**config.mk**
```make
export PLATFORM = sky130hd
export DESIGN_NAME = cpu_pc
export DESIGN_NICKNAME = d
export VERILOG_FILES = /design/src/rtl/cpu_pc.sv
export SDC_FILE = /design/constraint.sdc
export NUM_CORES = 1
export LEC_CHECK = 0
export BUFFER_PORTS_ARGS = -buffer_cell sky130_fd_sc_hd__buf_2
export CAP_MARGIN = 25
export CORE_AREA = 2 2 112 114
export DETAILED_ROUTE_END_ITERATION = 6
export DIE_AREA = 0 0 114 116
export GPL_TIMING_DRIVEN = 0
export PLACE_DENSITY = 0.71
export SLEW_MARGIN = 20
export SYNTH_ARGS = -nofsm -noshare
export SYNTH_HDL_FRONTEND = slang
export SYNTH_SLANG_ARGS = --single-unit
```
**constraint.sdc**
```tcl
create_clock -name clk -period 2.4 [get_ports clk]
set_clock_uncertainty 0.05 [all_clocks]
set_input_delay 0 -clock clk [delete_from_list [all_inputs] [get_ports clk]]
set_output_delay 0 -clock clk [all_outputs]
set_load 0.02 [all_outputs]
```
**src/rtl/cpu_pc.sv**
```systemverilog
// cpu_pc: program counter for the single-issue core.
// Holds the fetch address and selects the next one each cycle. The choices are:
//   - sequential pc+4
//   - conditional branch
//   - jal
//   - jalr
//   - single-level interrupt entry and return
// All outputs are registered.
//
// Ports
//   clk              rising-edge clock, sole domain
//   reset            synchronous active-high reset
//   offset           signed branch/jal byte offset; full target (rs1+imm) for jalr
//   interrupt        level interrupt request
//   branch           current instruction is a conditional branch
//   zero             ALU zero flag; branch taken when branch & zero
//   jal              current instruction is jal
//   jalr             current instruction is jalr
//   pc               current fetch address
//   interrupt_grant  one-cycle pulse after interrupt entry
module cpu_pc #(
  parameter logic [31:0] RESET_VECTOR = 32'h0000_0000,
  parameter logic [31:0] IRQ_VECTOR   = 32'h0000_0010
) (
  input  logic        clk,
  input  logic        reset,
  input  logic [31:0] offset,
  input  logic        interrupt,
  input  logic        branch,
  input  logic        zero,
  input  logic        jal,
  input  logic        jalr,
  output logic [31:0] pc,
  output logic        interrupt_grant
);

  localparam logic [31:0] AlignMask = 32'hFFFF_FFFC;

  logic [31:0] pc_q, pc_d;
  logic [31:0] epc_q, epc_d;
  logic        in_isr_q, in_isr_d;
  logic        grant_q, grant_d;
  logic [31:0] rel_target;

  // Relative target shared by jal and taken branches; wraps modulo 2^32.
  assign rel_target = (pc_q + offset) & AlignMask;

  always_comb begin
    pc_d     = pc_q + 32'd4;
    epc_d    = epc_q;
    in_isr_d = in_isr_q;
    grant_d  = 1'b0;
    if (interrupt && !in_isr_q) begin
      // Entry abandons the instruction at pc; it is re-fetched on return.
      epc_d    = pc_q;
      pc_d     = IRQ_VECTOR;
      in_isr_d = 1'b1;
      grant_d  = 1'b1;
    end else if (!interrupt && in_isr_q) begin
      pc_d     = epc_q;
      in_isr_d = 1'b0;
    end else if (jalr) begin
      pc_d = offset & AlignMask;
    end else if (jal) begin
      pc_d = rel_target;
    end else if (branch && zero) begin
      pc_d = rel_target;
    end
  end

  always_ff @(posedge clk) begin
    if (reset) begin
      pc_q     <= RESET_VECTOR;
      epc_q    <= 32'h0;
      in_isr_q <= 1'b0;
      grant_q  <= 1'b0;
    end else begin
      pc_q     <= pc_d;
      epc_q    <= epc_d;
      in_isr_q <= in_isr_d;
      grant_q  <= grant_d;
    end
  end

  assign pc              = pc_q;
  assign interrupt_grant = grant_q;

endmodule

```
==> results of run 1 <==
## layout by cell type (no fill, tap or decap), types with 8 or more instances in the layout
cell type       n
nand2_1        39
a21o_1         13
nor3_1         10
nand4_1        11
dfxtp_2        12
xor2_1         21
ha_1           19
mux2i_1        36
a21oi_1        38
dlygate4sd3_1  19
clkbuf_1       22
nor2_1         65
buf_4          20
ha_4           11
buf_2          71
o21ai_0        18
xnor2_1        25
o221ai_1        9
nand3_1        24
and3_1         13
a21oi_2         8
dfxtp_1        49
clkbuf_16       9
## metrics by stage
stage / util (%) / std cells
2_1_floorplan: - / 581
3_3_place_gp: 44.5 / 798
3_5_place_dp: 44.5 / 798
4_1_cts: 50.5 / 840
5_1_grt: 52.6 / 849
6_report: 52.6 / 849
## logic make-up (layout without fill, tap and decap cells)
kind of cell               count (synthesis)  after routing
xor gates and xnor gates                  47             47
muxes                                     36             36
buffers and inverters                     34            155
AOI/OAI and AO/OA                        160            160
DFF                                       66             66
and+or+nand+nor                          205            205
adders and majority gates                 33             33
## layer usage
| metal | global-route usage (%) | part of all wire, % |
|---|---|---|
| met5 | 0 | 0 |
| met4 | 8.05 | 2.4 |
| met3 | 5.65 | 9.2 |
| met2 | 40.0 | 47 |
| met1 | 32.0 | 42 |
## registers in the layout (all words and copies together), names as in the netlist
register / cells
interrupt_grant: 1
in_isr_q: 1
pc: 32
epc_q: 32
## worst max-delay path by stage
stage	slack (ns)	cells past startpoint	from	end
4_1_cts	-0.26	10	pc[9]$_SDFF_PP0_	pc[29]$_SDFF_PP0_
3_3_place_gp	-0.48	8	in_isr_q$_SDFFE_PP0P_	pc[25]$_SDFF_PP0_
2_1_floorplan	-0.03	10	pc[9]$_SDFF_PP0_	pc[29]$_SDFF_PP0_
5_1_grt	-0.35	10	pc[9]$_SDFF_PP0_	pc[29]$_SDFF_PP0_
3_5_place_dp	-0.55	8	in_isr_q$_SDFFE_PP0P_	pc[25]$_SDFF_PP0_
6_report	-0.32	10	pc[9]$_SDFF_PP0_	pc[29]$_SDFF_PP0_
## power groups by stage
stage,Combinational (mW),Sequential [mW],Clock [mW]
6_report,1.09,1.26,1.34
5_1_grt,1.17,1.27,1.40
4_1_cts,0.994,1.26,1.34
3_5_place_dp,0.910,1.28,0
3_3_place_gp,0.893,1.28,0
2_1_floorplan,0.606,1.31,0
## worst reg2reg max path, stage by stage, from the launching register on
cell and delay (ns):
dfxtp_4 0.35, ha_4 0.23, a211oi_4 0.30, nor2_2 0.09, o41ai_4 0.32, o2bb2ai_4 0.11
o21a_1 0.25, o21a_1 0.21, o41a_1 0.38, xnor2_1 0.16, o221ai_1 0.14
## area by class of cell
class / instances / area share, %
Multi-Input combinational cell: 481 / 57.8
Sequential cell: 66 / 21.6
Timing Repair Buffer: 109 / 11.0
Clock buffer: 12 / 3.93
Tap cell: 147 / 2.94
Buffer: 24 / 1.48
Clock inverter: 4 / 0.819
Inverter: 6 / 0.359
## repair_timing
action                                  in CTS  in global routing
hold endpoints to repair                    18                  0
setup buffers                                9                 12
gates resized for setup                     29                 45
cloned                                       0                  0
endpoints found under the setup margin      30                 35
pin swaps                                   13                 18
hold buffers                                19                  0
==> flow_summary.ini, run 1 <==
[pwr]
p_leak_nw = 2.62
switchingPower_mw = 1.22
seq_power_share_pct = 34.1
finalPower_mw = 3.70
switching_share_pct = 33.1
clockPowerShare_pct = 36.3
vdd_ir_drop_max_mv = 0.386
p_int_mw = 2.47
power_density_mw_per_mm2 = 590
pwr-share-comb_pct = 29.6

[floorplanning]
rows = 40
dieWidth_um = 114
io_pins = 72
coreArea_sq_mm = 0.0119
initial_core_util_pct = 39.3
die_h_um = 116
die_area_sq_mm = 0.0132

[logic_synthesis]
netlist.area_leader.share_pct = 28.3
yosysUniqueCellTypes = 57
synthMuxAreaShare_pct = 7.70
synth-edff-count = 0
synthesis.area_sq_mm = 0.00468
avgSynthCellArea_sq_um = 8.05
synthAdderAreaFrac_pct = 8.83
synthFlopType = dfxtp_1
ys_seq_area_share_pct = 28.3
synth-seq-cells = 66
synth_nets = 653
synth_xor_xnor_area_share_pct = 8.80
yosys_warnings = 0
synth_top_family_by_area = compound AO/OA/AOI/OAI gates
synthTopCellsByArea = dfxtp_1 28%, ha_1 8.8%, mux2i_1 7.7%
netlist_instances = 581
synthArstFlopShare_pct = 0
synth_compound_area_share_pct = 22.9
synth-simple-area-share_pct = 20.8
synth_most_common_cell = nor2_1
synth_common_cells = 72 x nor2_1, 66 x dfxtp_1, 48 x a21oi_1, 40 x nand2_1, 36 x mux2i_1
yosys.area.top_type = dfxtp_1

[worst_setup_path]
critical_path.cell_chain = ha_4 > a211oi_4 > nor2_2 > o41ai_4 > o2bb2ai_4 > o21a_1 > o21a_1 > o41a_1 > xnor2_1 > o221ai_1
r2r-start = pc[9]$_SDFF_PP0_
cp_common_cell = o21a_1
cp.required_ns = 2.54
reg2reg_depth = 10
critPathMaxStageDelay_ns = 0.38
crit_fanout = 4
cp_slowest_cell = o41a_1
crit_buf_inv = 0
endpoint_kind = register
cp_top_family = compound AO/OA/AOI/OAI gates
reg2reg_slack_ns = -0.32
critPathKind = register to register
r2r_end = pc[29]$_SDFF_PP0_
start_kind = register
arrival_ns = 2.86

[cells_and_area]
seq_area_sq_mm = 0.00136
nNetsFinal = 769
multi_input_area_sq_mm = 0.00362
syn_to_final_growth_pct = 33.9
fillers = 1115
num_antenna_cells = 0
finalInstanceArea_sq_mm = 0.00626
drive_gt1_share_pct = 26.2

[timing]
layout_min_cycle_time_ns = 2.72
finalSetupViolations = 19
slew_violations = 0
hold_slack_ns = 0.0180
max-slew-margin-rel_pct = 28.9
fin_ws_ns = -0.323
fin_crit_sh_pct = 113
grt_setup_unrepaired = yes
finalHoldViolations = 0
finalSetupTns_ns = -1.94
tightestPinTransition_ns = 1.07
max_freq_ghz = 0.367

[grt]
grt_max_degree = 12
gr-total-overflow = 0
antenna_found_initial = 0
grtUsageTotal_pct = 24.5
first_global_vias = 4871
grt_pass1_wl_um = 25300

[place]
gp_congestion = 0.991
dp_hpwl_um = 11300
dp_slack_ns = -0.549
io_buffers = 70
placed_area_sq_mm = 0.00531

[routing]
vias = 5197
route.detailed.drc = 0
wl_per_cell_um = 19.6
dr.pass1.iters = 5
ant_nets = 0
avgViaCountPerCell = 6.12
wirelength_um = 16700
drtIter0Drc = 529

[outcome]
violations = negative setup slack
status = finished with violations

[min_path]
hold_path.class = primary input to register
holdCritStartpoint = offset[17]
whs_path_depth = 3
holdPathEnd = pc[17]$_SDFF_PP0_

[clock_tree]
clk_path_buf_depth = 2
numCtsBuffers = 9
cts_num_sinks = 66
cts-root-buf = clkbuf_16
clkLatencyLatePin_ns = 0.34
cts_tree = done
htree_levels = 3
path_clk_slew_ns = 0.06

[run]
maxCapViolCount = 0
Power figures use the tool's default switching activity.
==> run 2, diff against run 1 <==
Settings changed: BUFFER_PORTS_ARGS -buffer_cell sky130_fd_sc_hd__buf_2 to -buffer_cell sky130_fd_sc_hd__buf_4, CORE_AREA 2 2 112 114 to 2 2 100 102, DIE_AREA 0 0 114 116 to 0 0 102 104, PLACE_DENSITY 0.71 to 0.83.
==> run 2 against run 1 <==
Compared with the run above:
- the run ends with design-rule violations, negative setup slack left
- sequential power is essentially flat
- total power shrank 7.3%
- clock power shrank 25%
- sequential cell count is the same
- first-iteration DRC count grew 1.5%
- global-route usage grew 6.2 points
- largest cell class unchanged
- largest power group is now sequential cells
- highest routed layer unchanged
==> flow_summary.ini, run 2 (synthesized netlist as in run 1, its figures left out) <==
[outcome]
violations = design-rule violations, negative setup slack
status = finished with violations

[timing]
finalSetupTns_ns = -3.59
fin_crit_sh_pct = 114
max_freq_ghz = 0.367
layout_min_cycle_time_ns = 2.73
tightestPinTransition_ns = 1.06
finalSetupViolations = 23
hold_slack_ns = 0.0121
fin_ws_ns = -0.326
max-slew-margin-rel_pct = 29.6
finalHoldViolations = 0
grt_setup_unrepaired = yes
slew_violations = 0

[worst_setup_path]
critical_path.cell_chain = ha_4 > a211oi_4 > buf_4 > buf_6 > o21bai_1 > nor4_2 > a21oi_2 > a21o_1 > a21oi_2 > xnor2_1 > a21oi_1 > nor3_1
crit_path_end = pc[19]$_SDFF_PP0_
arrival_ns = 2.95
cp.required_ns = 2.62
reg2reg_slack_ns = -0.33
start_kind = register
cp_slowest_cell = nor4_2
crit_buf_inv = 2
cp_common_cell = a21oi_2
reg2reg_depth = 12
endpoint_kind = register
crit_fanout = 2
critPathMaxStageDelay_ns = 0.43
cp.depth = 12
critPathKind = register to register
r2r-start = pc[9]$_SDFF_PP0_
cp_top_family = compound AO/OA/AOI/OAI gates
r2r_end = pc[19]$_SDFF_PP0_
cp-startpoint = pc[9]$_SDFF_PP0_

[cells_and_area]
final_cell_mix = 85 x buf_4, 64 x nor2_1, 49 x dfxtp_1
fillers = 792
drive_gt1_share_pct = 26.7
final_core_util_pct = 67.1
syn_to_final_growth_pct = 36.9
nNetsFinal = 772
num_antenna_cells = 0
final_common_cell = buf_4

[clock_tree]
htree_levels = 3
cts_tree = done
clk_path_buf_depth = 2
clkLatencyLatePin_ns = 0.35
cts_num_sinks = 66
path_clk_slew_ns = 0.08
numCtsBuffers = 9
cts-root-buf = clkbuf_8

[grt]
grtUsageTotal_pct = 30.6
grt_pass1_wl_um = 25900
gr-total-overflow = 0
antenna_found_initial = 0
first_global_vias = 5184
grt_max_degree = 12

[floorplanning]
io_pins = 72
dieWidth_um = 102
die_area_sq_mm = 0.0106
coreArea_sq_mm = 0.00955
initial_core_util_pct = 49.0
die_h_um = 104
rows = 36

[place]
io_buffers = 70
dp_hpwl_um = 11000
gp_congestion = 0.989

[min_path]
hold_path.class = primary input to register

[pwr]
p_leak_nw = 2.63
power_density_mw_per_mm2 = 535
finalPower_mw = 3.43
vdd_ir_drop_max_mv = 0.349

[routing]
drtIter0Drc = 537
wl_per_cell_um = 20.0
wirelength_um = 16700
ant_nets = 0
avgViaCountPerCell = 6.34
route.detailed.drc = 2
dr.pass1.iters = 7
vias = 5313

[run]
maxCapViolCount = 0
## run 2: worst min path at each step
| stage | startpoint | end | cells past startpoint |
|---|---|---|---|
| 2_1_floorplan | offset[15] | pc[15]$_SDFF_PP0_ | 2 |
| 4_1_cts | offset[27] | pc[27]$_SDFF_PP0_ | 3 |
| 3_5_place_dp | offset[11] | pc[11]$_SDFF_PP0_ | 3 |
| 5_1_grt | offset[12] | pc[12]$_SDFF_PP0_ | 4 |
| 3_3_place_gp | offset[11] | pc[11]$_SDFF_PP0_ | 3 |
| 6_report | offset[27] | pc[27]$_SDFF_PP0_ | 3 |
## run 2: timing repair
action,4_1_cts,5_1_grt
gates cloned,0,0
pin swaps,28,16
endpoints found under the setup margin,27,30
resized for setup,33,59
hold buffers,23,0
hold endpoints to repair,22,0
setup buffers,13,7
## run 2: cell type report
cell class | instances | area, sq um | area share, %
multi-input cells | 481 | 3640 | 56.9
clock buffers | 12 | 155 | 2.42
well taps | 133 | 166 | 2.60
inverters | 6 | 22.5 | 0.352
flip-flops and latches | 66 | 1370 | 21.3
clock inverters | 4 | 50.0 | 0.781
repair buffers | 111 | 902 | 14.1
plain buffers | 25 | 98.8 | 1.54
## run 2: power by group
group	switching [mW]	internal, mW
combinational	0.636	0.529
sequential	0.0979	1.16
clock	0.466	0.536
## run 2: per-layer routing
metal	share of wire [%]	wire (um)	track usage (%)
met5	0	0	0
met4	4.4	730	13.1
met3	9.7	1620	4.91
met2	47	7930	49.6
met1	39	6460	39.9
## run 2: stage by stage
stage	instances	worst slack, ns	instance area (sq um)
floorplan	581	-0.0344	4770
finish	838	-0.326	6400
CTS	834	-0.276	6150
global route	838	-0.390	6400
global placement	784	-0.466	5460
detailed placement	784	-0.493	5460
## run 2: worst reg2reg max path, cell delays in order, from the launching register on
cell,delay (ns)
dfxtp_4,0.35
ha_4,0.22
a211oi_4,0.26
buf_4,0.15
buf_6,0.08
o21bai_1,0.14
nor4_2,0.43
a21oi_2,0.12
a21o_1,0.22
a21oi_2,0.18
xnor2_1,0.16
a21oi_1,0.10
nor3_1,0.17
